--- config.mk ---
export PLATFORM = sky130hd
export DESIGN_NAME = ddr5_cmd_scheduler
export DESIGN_NICKNAME = d
export VERILOG_FILES = /design/src/rtl/ddr5_cmd_scheduler_pkg.sv /design/src/rtl/ddr5_cmd_scheduler_bank_table.sv /design/src/rtl/ddr5_cmd_scheduler.sv
export SDC_FILE = /design/constraint.sdc
export NUM_CORES = 1
export LEC_CHECK = 0
export CAP_MARGIN = 5
export CORE_AREA = 5 5 252 254
export CTS_CLUSTER_SIZE = 24
export DETAILED_ROUTE_END_ITERATION = 7
export DIE_AREA = 0 0 257 259
export MAX_ROUTING_LAYER = met4
export PLACE_DENSITY = 0.81
export SLEW_MARGIN = 30
export SYNTH_ARGS = -nofsm -noshare
export SYNTH_HDL_FRONTEND = slang
export SYNTH_SLANG_ARGS = --single-unit
--- constraint.sdc ---
create_clock -name clk -period 4 [get_ports clk]
set_input_delay 0.4 -clock clk [delete_from_list [all_inputs] [get_ports clk]]
set_output_delay 0.4 -clock clk [all_outputs]
set_load 0.02 [all_outputs]
--- src/rtl/ddr5_cmd_scheduler_pkg.sv ---
// ============================================================================
// Module  : ddr5_cmd_scheduler_pkg
// Brief   : Shared types, timing defaults and address decode for the scheduler
// Revision: 1.0 - initial release
// ============================================================================
`default_nettype none

package ddr5_cmd_scheduler_pkg;

    localparam int c_T_RCD_DEF     = 39;
    localparam int c_T_RP_DEF      = 39;
    localparam int c_T_CL_DEF      = 40;
    localparam int c_T_CWL_DEF     = 38;
    localparam int c_T_BURST_DEF   = 8;
    localparam int c_NUM_BANKS_DEF = 32;
    localparam int c_BANK_IDX_W    = 5;

    typedef enum logic [2:0] {
        CMD_NOP = 3'd0,
        CMD_ACT = 3'd1,
        CMD_RD  = 3'd2,
        CMD_WR  = 3'd3,
        CMD_PRE = 3'd4
    } cmd_t;

    typedef enum logic [2:0] {
        ST_IDLE      = 3'd0,
        ST_CHECK     = 3'd1,
        ST_PRE       = 3'd2,
        ST_WAIT_RP   = 3'd3,
        ST_ACT       = 3'd4,
        ST_WAIT_RCD  = 3'd5,
        ST_COL       = 3'd6,
        ST_WAIT_DATA = 3'd7
    } sched_state_t;

    typedef struct packed {
        logic [63:0] cpu_cyc;
        logic [3:0]  core;
        logic [1:0]  opn;
        logic [33:0] addr;
    } din_t;

    typedef struct packed {
        logic [15:0] row;
        logic [2:0]  bg;
        logic [1:0]  bank;
        logic [9:0]  col;
        logic [4:0]  bank_idx;
    } dec_addr_t;

    // Channel bit addr[6] and byte offset addr[1:0] are not part of the mapping.
    function automatic dec_addr_t decode_addr(input logic [33:0] addr);
        dec_addr_t d;
        d.row      = addr[33:18];
        d.bank     = addr[11:10];
        d.bg       = addr[9:7];
        d.col      = {addr[17:12], addr[5:2]};
        d.bank_idx = {addr[9:7], addr[11:10]};
        return d;
    endfunction

endpackage

`default_nettype wire

--- src/rtl/ddr5_cmd_scheduler_bank_table.sv ---
// ============================================================================
// Module  : ddr5_bank_table
// Brief   : Per-bank open bit and open-row table with combinational lookup
// Revision: 1.0 - initial release
// ============================================================================
`default_nettype none

module ddr5_bank_table #(
    parameter int NUM_BANKS = 32,
    parameter int IDX_W     = 5
) (
    input  logic             clk,
    input  logic             rst,
    input  logic [IDX_W-1:0] lookup_idx,
    input  logic [15:0]      lookup_row,
    output logic             lookup_open,
    output logic             lookup_hit,
    input  logic             set_en,
    input  logic [IDX_W-1:0] set_idx,
    input  logic [15:0]      set_row,
    input  logic             clr_en,
    input  logic [IDX_W-1:0] clr_idx
);

    logic        r_open [NUM_BANKS];
    logic [15:0] r_row  [NUM_BANKS];

    generate
        for (genvar gi = 0; gi < NUM_BANKS; gi++) begin : g_entry
            always_ff @(posedge clk) begin
                if (rst) begin
                    r_open[gi] <= 1'b0;
                    r_row[gi]  <= '0;
                end else if (set_en && (set_idx == IDX_W'(gi))) begin
                    r_open[gi] <= 1'b1;
                    r_row[gi]  <= set_row;
                end else if (clr_en && (clr_idx == IDX_W'(gi))) begin
                    r_open[gi] <= 1'b0;
                end
            end
        end
    endgenerate

    assign lookup_open = r_open[lookup_idx];
    assign lookup_hit  = r_open[lookup_idx] && (r_row[lookup_idx] == lookup_row);

endmodule

`default_nettype wire

--- src/rtl/ddr5_cmd_scheduler.sv ---
// ============================================================================
// Module  : ddr5_cmd_scheduler
// Brief   : In-order open-page DDR5 command sequencer (PRE/ACT/RD/WR)
// Revision: 1.0 - initial release
// ============================================================================
`default_nettype none

module ddr5_cmd_scheduler
    import ddr5_cmd_scheduler_pkg::*;
#(
    parameter int T_RCD     = c_T_RCD_DEF,
    parameter int T_RP      = c_T_RP_DEF,
    parameter int T_CL      = c_T_CL_DEF,
    parameter int T_CWL     = c_T_CWL_DEF,
    parameter int T_BURST   = c_T_BURST_DEF,
    parameter int NUM_BANKS = c_NUM_BANKS_DEF
) (
    input  logic         clk,
    input  logic         rst,
    input  logic         req_valid,
    input  logic [103:0] req,
    output logic         req_ready,
    output logic         cmd_valid,
    output logic [2:0]   cmd,
    output logic [2:0]   cmd_bg,
    output logic [1:0]   cmd_bank,
    output logic [15:0]  cmd_row,
    output logic [9:0]   cmd_col,
    output logic [3:0]   cmd_core,
    output logic         done,
    output logic         busy,
    output logic [63:0]  now_cyc
);

    localparam logic [15:0] c_RP_LOAD  = 16'(T_RP - 1);
    localparam logic [15:0] c_RCD_LOAD = 16'(T_RCD - 1);
    localparam logic [15:0] c_RD_LOAD  = 16'(T_CL + T_BURST - 1);
    localparam logic [15:0] c_WR_LOAD  = 16'(T_CWL + T_BURST - 1);

    sched_state_t r_state;
    sched_state_t w_state_next;
    din_t         w_req;
    dec_addr_t    w_dec;

    logic [63:0] r_now;
    logic [15:0] r_cnt;
    logic [33:0] r_addr;
    logic [1:0]  r_opn;
    logic [3:0]  r_core;
    logic [2:0]  r_cmd_bg;
    logic [1:0]  r_cmd_bank;
    logic [15:0] r_cmd_row;
    logic [9:0]  r_cmd_col;
    logic [3:0]  r_cmd_core;

    logic w_accept;
    logic w_is_wr;
    logic w_bank_open;
    logic w_bank_hit;
    logic w_wait_last;
    logic w_cmd_load;
    logic w_tbl_set;
    logic w_tbl_clr;
    logic w_done;
    logic w_cmd_valid;
    cmd_t w_cmd;

    assign w_req    = din_t'(req);
    assign w_dec    = decode_addr(r_addr);
    assign w_is_wr  = (r_opn == 2'd1);
    assign w_accept = (r_state == ST_IDLE) && req_valid && !rst && (w_req.cpu_cyc <= r_now);

    // Exiting at cnt<=1 places ACT/RD exactly tRP/tRCD after the issuing cycle.
    assign w_wait_last = (r_cnt <= 16'd1);

    ddr5_bank_table #(
        .NUM_BANKS (NUM_BANKS),
        .IDX_W     (c_BANK_IDX_W)
    ) u_bank_table (
        .clk         (clk),
        .rst         (rst),
        .lookup_idx  (w_dec.bank_idx),
        .lookup_row  (w_dec.row),
        .lookup_open (w_bank_open),
        .lookup_hit  (w_bank_hit),
        .set_en      (w_tbl_set),
        .set_idx     (w_dec.bank_idx),
        .set_row     (w_dec.row),
        .clr_en      (w_tbl_clr),
        .clr_idx     (w_dec.bank_idx)
    );

    always_ff @(posedge clk) begin
        if (rst) begin
            r_state <= ST_IDLE;
        end else begin
            r_state <= w_state_next;
        end
    end

    always_comb begin
        w_state_next = r_state;
        unique case (r_state)
            ST_IDLE:      if (w_accept) w_state_next = ST_CHECK;
            ST_CHECK: begin
                if (w_bank_hit)       w_state_next = ST_COL;
                else if (w_bank_open) w_state_next = ST_PRE;
                else                  w_state_next = ST_ACT;
            end
            ST_PRE:       w_state_next = ST_WAIT_RP;
            ST_WAIT_RP:   if (w_wait_last) w_state_next = ST_ACT;
            ST_ACT:       w_state_next = ST_WAIT_RCD;
            ST_WAIT_RCD:  if (w_wait_last) w_state_next = ST_COL;
            ST_COL:       w_state_next = ST_WAIT_DATA;
            ST_WAIT_DATA: if (r_cnt == 16'd0) w_state_next = ST_IDLE;
            default:      w_state_next = ST_IDLE;
        endcase
    end

    always_comb begin
        w_cmd       = CMD_NOP;
        w_cmd_valid = 1'b0;
        w_tbl_set   = 1'b0;
        w_tbl_clr   = 1'b0;
        w_done      = 1'b0;
        case (r_state)
            ST_PRE: begin
                w_cmd       = CMD_PRE;
                w_cmd_valid = 1'b1;
                w_tbl_clr   = 1'b1;
            end
            ST_ACT: begin
                w_cmd       = CMD_ACT;
                w_cmd_valid = 1'b1;
                w_tbl_set   = 1'b1;
            end
            ST_COL: begin
                w_cmd       = w_is_wr ? CMD_WR : CMD_RD;
                w_cmd_valid = 1'b1;
            end
            ST_WAIT_DATA: w_done = (r_cnt == 16'd0);
            default: ;
        endcase
    end

    always_ff @(posedge clk) begin
        if (rst) begin
            r_now <= '0;
        end else begin
            r_now <= r_now + 64'd1;
        end
    end

    always_ff @(posedge clk) begin
        if (rst) begin
            r_cnt <= '0;
        end else begin
            case (r_state)
                ST_PRE:  r_cnt <= c_RP_LOAD;
                ST_ACT:  r_cnt <= c_RCD_LOAD;
                ST_COL:  r_cnt <= w_is_wr ? c_WR_LOAD : c_RD_LOAD;
                ST_WAIT_RP, ST_WAIT_RCD, ST_WAIT_DATA: begin
                    if (r_cnt != 16'd0) r_cnt <= r_cnt - 16'd1;
                end
                default: r_cnt <= r_cnt;
            endcase
        end
    end

    always_ff @(posedge clk) begin
        if (rst) begin
            r_addr <= '0;
            r_opn  <= '0;
            r_core <= '0;
        end else if (w_accept) begin
            r_addr <= w_req.addr;
            r_opn  <= w_req.opn;
            r_core <= w_req.core;
        end
    end

    // Address fields change only on entry to a command state, so they hold otherwise.
    assign w_cmd_load = (w_state_next == ST_PRE) || (w_state_next == ST_ACT) ||
                        (w_state_next == ST_COL);

    always_ff @(posedge clk) begin
        if (rst) begin
            r_cmd_bg   <= '0;
            r_cmd_bank <= '0;
            r_cmd_row  <= '0;
            r_cmd_col  <= '0;
            r_cmd_core <= '0;
        end else if (w_cmd_load) begin
            r_cmd_bg   <= w_dec.bg;
            r_cmd_bank <= w_dec.bank;
            r_cmd_row  <= w_dec.row;
            r_cmd_col  <= w_dec.col;
            r_cmd_core <= r_core;
        end
    end

    assign req_ready = w_accept;
    assign cmd_valid = w_cmd_valid;
    assign cmd       = w_cmd;
    assign cmd_bg    = r_cmd_bg;
    assign cmd_bank  = r_cmd_bank;
    assign cmd_row   = r_cmd_row;
    assign cmd_col   = r_cmd_col;
    assign cmd_core  = r_cmd_core;
    assign done      = w_done;
    assign busy      = (r_state != ST_IDLE);
    assign now_cyc   = r_now;

endmodule

`default_nettype wire

* Yosys cells after proc, flatten, opt, wreduce, memory -nomap -nowiden
Memory sizes are Yosys's and may differ from the RTL's. A register that Yosys moved wholly into a read port is not among the register bits.
Index checks and enable logic that the tools add are counted.
** Word-level totals
- Flip-flop bits (word level) :: 158
- Memory bits (writable) :: 544
- Output and inout bits :: 106
- Word-level logic and storage cells :: 580
- Memories kept :: 2
** Memories
- u_bank_table.r_row :: words 32, bits a word 16, rd ports 1, clocked after memory_dff 1, wr ports 32, line ddr5_cmd_scheduler_bank_table.sv:26 : logic [15:0] r_row [NUM_BANKS];
- u_bank_table.r_open :: words 32, bits a word 1, rd ports 1, clocked after memory_dff 1, wr ports 32, line ddr5_cmd_scheduler_bank_table.sv:25 : logic r_open [NUM_BANKS];
** Operators by class
- Add/subtract/negate cells :: 2
- Order comparisons :: 2
- Equality and inequality tests :: 44
- Muxes and demuxes :: 342
- Bitwise gates (word level) :: 96
- Reduce and logical (&&, ||, !) cells :: 81
** Operators by type and width (number)
- 16-bit two-way mux :: 33
- 1-bit two-way mux :: 295
- 1-bit bitwise OR :: 96
- 5-bit == test (second input constant) :: 16
- 1-bit logical AND :: 68
- 64-bit by 1-bit adder with 64-bit output (second input constant) :: 1
- 64-bit <= comparator :: 1
- 16-bit case mux with 3 select lines :: 1
- 5-bit by 4-bit == test with 1-bit output (second input constant) :: 8
- 3-bit case mux with 8 select lines :: 1
- 5-bit by 3-bit == test with 1-bit output (second input constant) :: 4
- 5-bit two-way mux :: 4
- 3-bit == test (second input constant) :: 6
- 3-bit two-way mux :: 6
- 16-bit == test :: 1
- 16-bit by 1-bit <= comparator with 1-bit output (second input constant) :: 1
- 16-bit logical NOT :: 1
- 16-bit nonzero test :: 1
- 16-bit by 1-bit subtractor with 16-bit output (second input constant) :: 1
- 5-bit by 2-bit == test with 1-bit output (second input constant) :: 2
- 3-bit by 2-bit == test with 1-bit output (second input constant) :: 3
- 3-bit case mux with 3 select lines :: 1
- 3-bit nonzero test :: 2
- 3-bit OR reduction :: 2
- 11 further kinds :: 12

* Longest topological paths before layout
- Word-level depth :: 9
- Mapped depth :: 12
- Mapped depth without buffers :: 11

* Modules after synthesis
A second synthesis with hierarchy kept.
** Second synthesis, totals
- Cells, all modules :: 2650
- Area total of the unflattened synthesis :: 33921.3 sq um
** By module, submodules not included
- ddr5_bank_table :: times used 1, cells an instance 1699, area an instance 25628.3 sq um
- ddr5_cmd_scheduler :: times used 1, cells an instance 951, area an instance 8293.0 sq um

* Worst setup path after synthesis
Ideal clock, no wire load.
- Path kind :: flip-flop to output port
- From :: register r_now[58], in the netlist now_cyc[58]
- To :: output port req_ready
- Arrival :: 3136 ps
- Required time :: 3600 ps
- Slack :: 464 ps
- Stages on the path, launching flop included :: 13
- Path buffers :: 1
- Cell sequence :: dfxtp_1 -> inv_1 -> ha_1 -> nand4_1 -> or2_1 -> nor4_4 -> nand4_1 -> or4_4 -> and4_4 -> a32oi_4 -> nand2_4 -> buf_6 -> inv_1
** Between the ends
- Word-level cells in the longest chain between the ends :: 2
** RTL lines
- start, declared :: line ddr5_cmd_scheduler.sv:45 : logic [63:0] r_now;
- start signal, assigned :: line ddr5_cmd_scheduler.sv:150 : r_now <= r_now + 64'd1;
- 64-bit <= comparator :: line ddr5_cmd_scheduler.sv:71 : assign w_accept = (r_state == ST_IDLE) && req_valid && !rst && (w_req.cpu_cyc <= r_now);
- 1-bit logical AND :: line ddr5_cmd_scheduler.sv:71
- end, declared :: line ddr5_cmd_scheduler.sv:22 : output logic req_ready,
Every way passes these cells.

* Worst setup path in the final report
- From :: register r_now[43], in the netlist now_cyc[43]
- To :: output port req_ready
Same word-level chain as after synthesis.

==> out/summary.md <==
The tool flagged a number of max-cap violations equal to 0. The area share of the largest cell type after synthesis is 49.3%, and the switching fraction of total power is 23.9%. The top-level port count was 213; the port buffer count was 209. The area of the mapped netlist was 0.0332 mm².

Setup repair after global routing left no endpoint under its margin. The completed layout was analyzed and its total power is 16.2 mW. By area the synthesized netlist is led by edfxtp_1 (49%), and2_1 (9.7%), dfxtp_1 (9.7%).

The net count of the finished layout is 2988. Measured along the x axis, the die boundary spans 257 µm. The tools report the end of the worst register-to-register path as r_state[2]$_SDFF_PP0_. The clock root buffer master was clkbuf_16. Slowest library cell on the worst path: or4_4. The post-synthesis register bit count is 704, and the maximum level of the CTS H-tree is 3. For the final hold violation count, the log shows 0. The timing-limited maximum frequency is 260 MHz. For the final database, setup skew stands at 0.0338 ns. Routed via count divided by cell count: 6.25. Counting instances in the post-synthesis netlist gives the leading cell types as edfxtp_1 (544), and2_1 (516), clkbuf_1 (167). The tools report the number of buffers on the longest clock path as 3. The number of distinct library cells after synthesis came out at 66. The final routed DRC violation total was 0; the share of the clock period used by the worst path after layout was 96.2%. Counting flops with an async set or reset pin after synthesis yields a share of 0%.

The run gives 0.0666 mm² as the die area. The tools report the number of design-rule violations left by the first detailed-router iteration as 2861. Data arrives at the worst endpoint at 3.45 ns. The logs give 7.00% for the met3 track utilization from global routing and 12.4 mW for the design internal power.

The congestion estimate from routability-driven global placement came to 0.965. The clock latency of the later-clocked register in the worst-skew pair came out at 0.62 ns. The total global routing overflow was 0.

The startpoint class of the critical path was a flop. Counting both buffers and inverters, the worst setup path holds a total of 5. Headroom to the max-slew limit came out at 35.2%. A synthesized cell averages 12.7 µm².

The switching power was 3.88 mW. Among cell families on the critical path, the largest total delay comes from simple AND/OR/NAND/NOR gates. The wire length reported by the detailed router came out at 91900 µm. Sequential cells were found to cover 58.9% of the synthesized design area. The worst path in the final design needs a cycle of 3.85 ns, including I/O delays and setup. The initial utilization of the core area, before any placement, comes to 54.3%. For this run, the leading register cell type out of synthesis is edfxtp_1. STA classifies the critical path endpoint as a primary output.

The leakage component of the power was 13.9 nW; the post-place instance area was 0.0366 mm². The busiest layer in global routing was met2. Clock tree synthesis inserted a total of 72 buffers. The first global-routing pass estimated 139000 µm of wire. The count of nets left with antenna violations once routing finished came out at 0. The number of global-route vias before repair was 23400. The largest voltage drop on the vdd net was 491 µV. For this run, the slowest stage of the critical path takes 0.51 ns.

The first TritonRoute pass finished after 7 iterations. The classification of the worst setup path was flop to primary output. The routing usage on met2 was 44.1%; the number of antenna violations at the first check in global routing was 1. For the total clock sinks, the log shows 704. The startpoint identified for the worst hold timing path is rst. The number of cell instances on the worst register-to-register path is 8, and the count of endpoints failing setup in the final report is 0. The total track usage is 27.8%, and the number of stages on the worst hold path is 4. TritonCTS built the clock tree. Entering global routing, the biggest net connects 78 pins. Traced cell by cell, the critical path runs through inv_1 > ha_1 > nand4_1 > nor3_2 > buf_4 > nand4_1 > or4_4 > buf_4 > a32oi_4 > nand2_4 > inv_1 > buf_2. Along the worst path, the maximum fanout reaches 4. The area overhead of the layout relative to synthesis is 17.2%. The count of final max-slew check failures is 0, and the portion of total power attributed to combinational logic is 8.7%. After detailed routing, the average wire length per cell comes to 25.1 µm. Detailed routing inserted a total of 22900 vias. Global routing used 35.2% of the available met1 tracks. The sequential share of power came out at 50.7%. The path class of the tightest hold or removal check is input pin to flop. The run gives 0.0389 mm² as the final cell area excluding filler cells.

Yosys printed 0 warnings. The core region is 0.0610 mm². The worst hold path terminates at now_cyc[22]$_SDFF_PP0_.

Setup slack on the worst reg-to-reg path comes out at 0.39 ns. After legalization and detailed placement, the total HPWL measured 59500 µm. The number of nets in the synthesized netlist is 2779. The clock network fraction of total power was 40.6%; the number of enable flip-flop cells after synthesis was 544. The height of the die was 259 µm.

The total power per unit cell area works out to 418 mW/mm². The hold buffer count at CTS is 0. The required time at the endpoint of the critical path is 3.60 ns, and the total number of placement rows is 91. At the pin with the least slew margin, the transition time is 0.969 ns. The cell with the most instances after synthesis is edfxtp_1. Summed over all instances, the cell type with the most area after synthesis is edfxtp_1. In the synthesized netlist, the number of instances is 2605. The flow ran to the end, and the final reports show no timing, DRC or antenna violations. The clock transition at the register clock pins on the worst setup and hold paths after CTS is 0.06 ns. The share of final-layout standard cells stronger than drive strength 1 is 15.8%.
layer usage:
metal	up-vias	part of all wire [%]
met3	255	12
met5	-	0
met1	11300	36
met4	0	4.1
met2	1437	48
li1	9841	-
cells by family (layout without fill, tap and decap cells):
logic type | Yosys count | after routing | share of synthesized area, %
DFF | 704 | 704 | 58.9
buffers and inverters | 277 | 542 | 3.28
other | 0 | 1 | 0
adders and majority gates | 67 | 67 | 2.53
xor gates and xnor gates | 80 | 80 | 2.11
AOI/OAI and AO/OA | 289 | 289 | 5.98
muxes | 156 | 156 | 9.84
and+or+nand+nor | 1032 | 1032 | 17.4
area by class of cell:
class                           count  area, µm²
Antenna cell                        1       2.50
Clock buffer                      100       2020
Clock inverter                     30        270
Fill cell                        4318      22200
Inverter                           74        278
Multi-Input combinational cell   1624      12600
Sequential cell                   704      19600
Tap cell                          790        988
Timing Repair Buffer              338       3120
worst reg2reg max path, delay by kind of cell (launching register included):
kind	cells	cell delay (ns)
simple gates	4	1.85
flops	1	0.79
buf+inv	1	0.19
compound gates	2	0.51
xor+xnor	1	0.13
worst max path at each step:
stage	startpoint	to	depth (start not counted)
floorplan	now_cyc[58]$_SDFF_PP0_	req_ready	12
global route	now_cyc[26]$_SDFF_PP0_	req_ready	12
CTS	now_cyc[58]$_SDFF_PP0_	req_ready	12
finish	now_cyc[43]$_SDFF_PP0_	req_ready	12
detailed placement	req[99]	req_ready	12
global placement	req[73]	req_ready	12
power groups by stage:
stage / registers (mW) / logic, mW / clock network, mW
CTS: 8.22 / 1.39 / 6.61
finish: 8.23 / 1.41 / 6.60
global placement: 8.35 / 1.34 / 0
detailed placement: 8.37 / 1.37 / 0
floorplan: 8.30 / 0.858 / 0
global route: 8.24 / 1.49 / 6.92
repair_timing:
| action | in CTS | in global routing |
|---|---|---|
| endpoints found under the hold margin | 0 | 0 |
| cloned | 0 | 0 |
| setup endpoints to repair | 1 | 1 |
| gates resized for setup | 6 | 3 |
| buffers inserted | 1 | 0 |
| pin swaps | 1 | 3 |
state kept, by name, indices dropped and copies added (netlist names), named ones only:
register and flops:
r_cnt 16, r_opn 2, r_core 4, r_addr 31, now_cyc 64, cmd_row 16, cmd_col 10, u_bank_table.r_row 512
cmd_bg 3, cmd_bank 2, cmd_core 4, u_bank_table.r_open 32, r_state 3
placed cells by master, fill, tap and decap left out, types with 27 or more instances in the layout:
cell type	Yosys	final
clkbuf_16	0	74
mux4_2	136	136
clkdlybuf4s50_1	0	207
a31o_2	27	27
inv_1	73	72
edfxtp_1	544	544
and2_1	516	516
nand3_1	55	55
o22ai_1	36	36
dfxtp_1	160	154
nor2_1	134	132
and3_1	37	37
a21oi_1	80	80
xnor2_1	62	62
ha_1	67	67
buf_4	3	125
nand2_1	143	143
per-stage QoR:
step	worst slack [ns]	hold WS, ns	TNS [ns]	utilization, %	instances
final	0.150	0.362	0	63.7	3661
after global routing	0.0173	0.359	0	63.7	3661
after CTS	0.0415	0.338	0	63.7	3660
after detailed placement	-0.137	0.449	-0.137	59.9	3529
after global placement	-0.110	0.432	-0.110	59.9	3529
after floorplan	0.464	0.426	0	-	2605
Power figures use the tool's default switching activity.
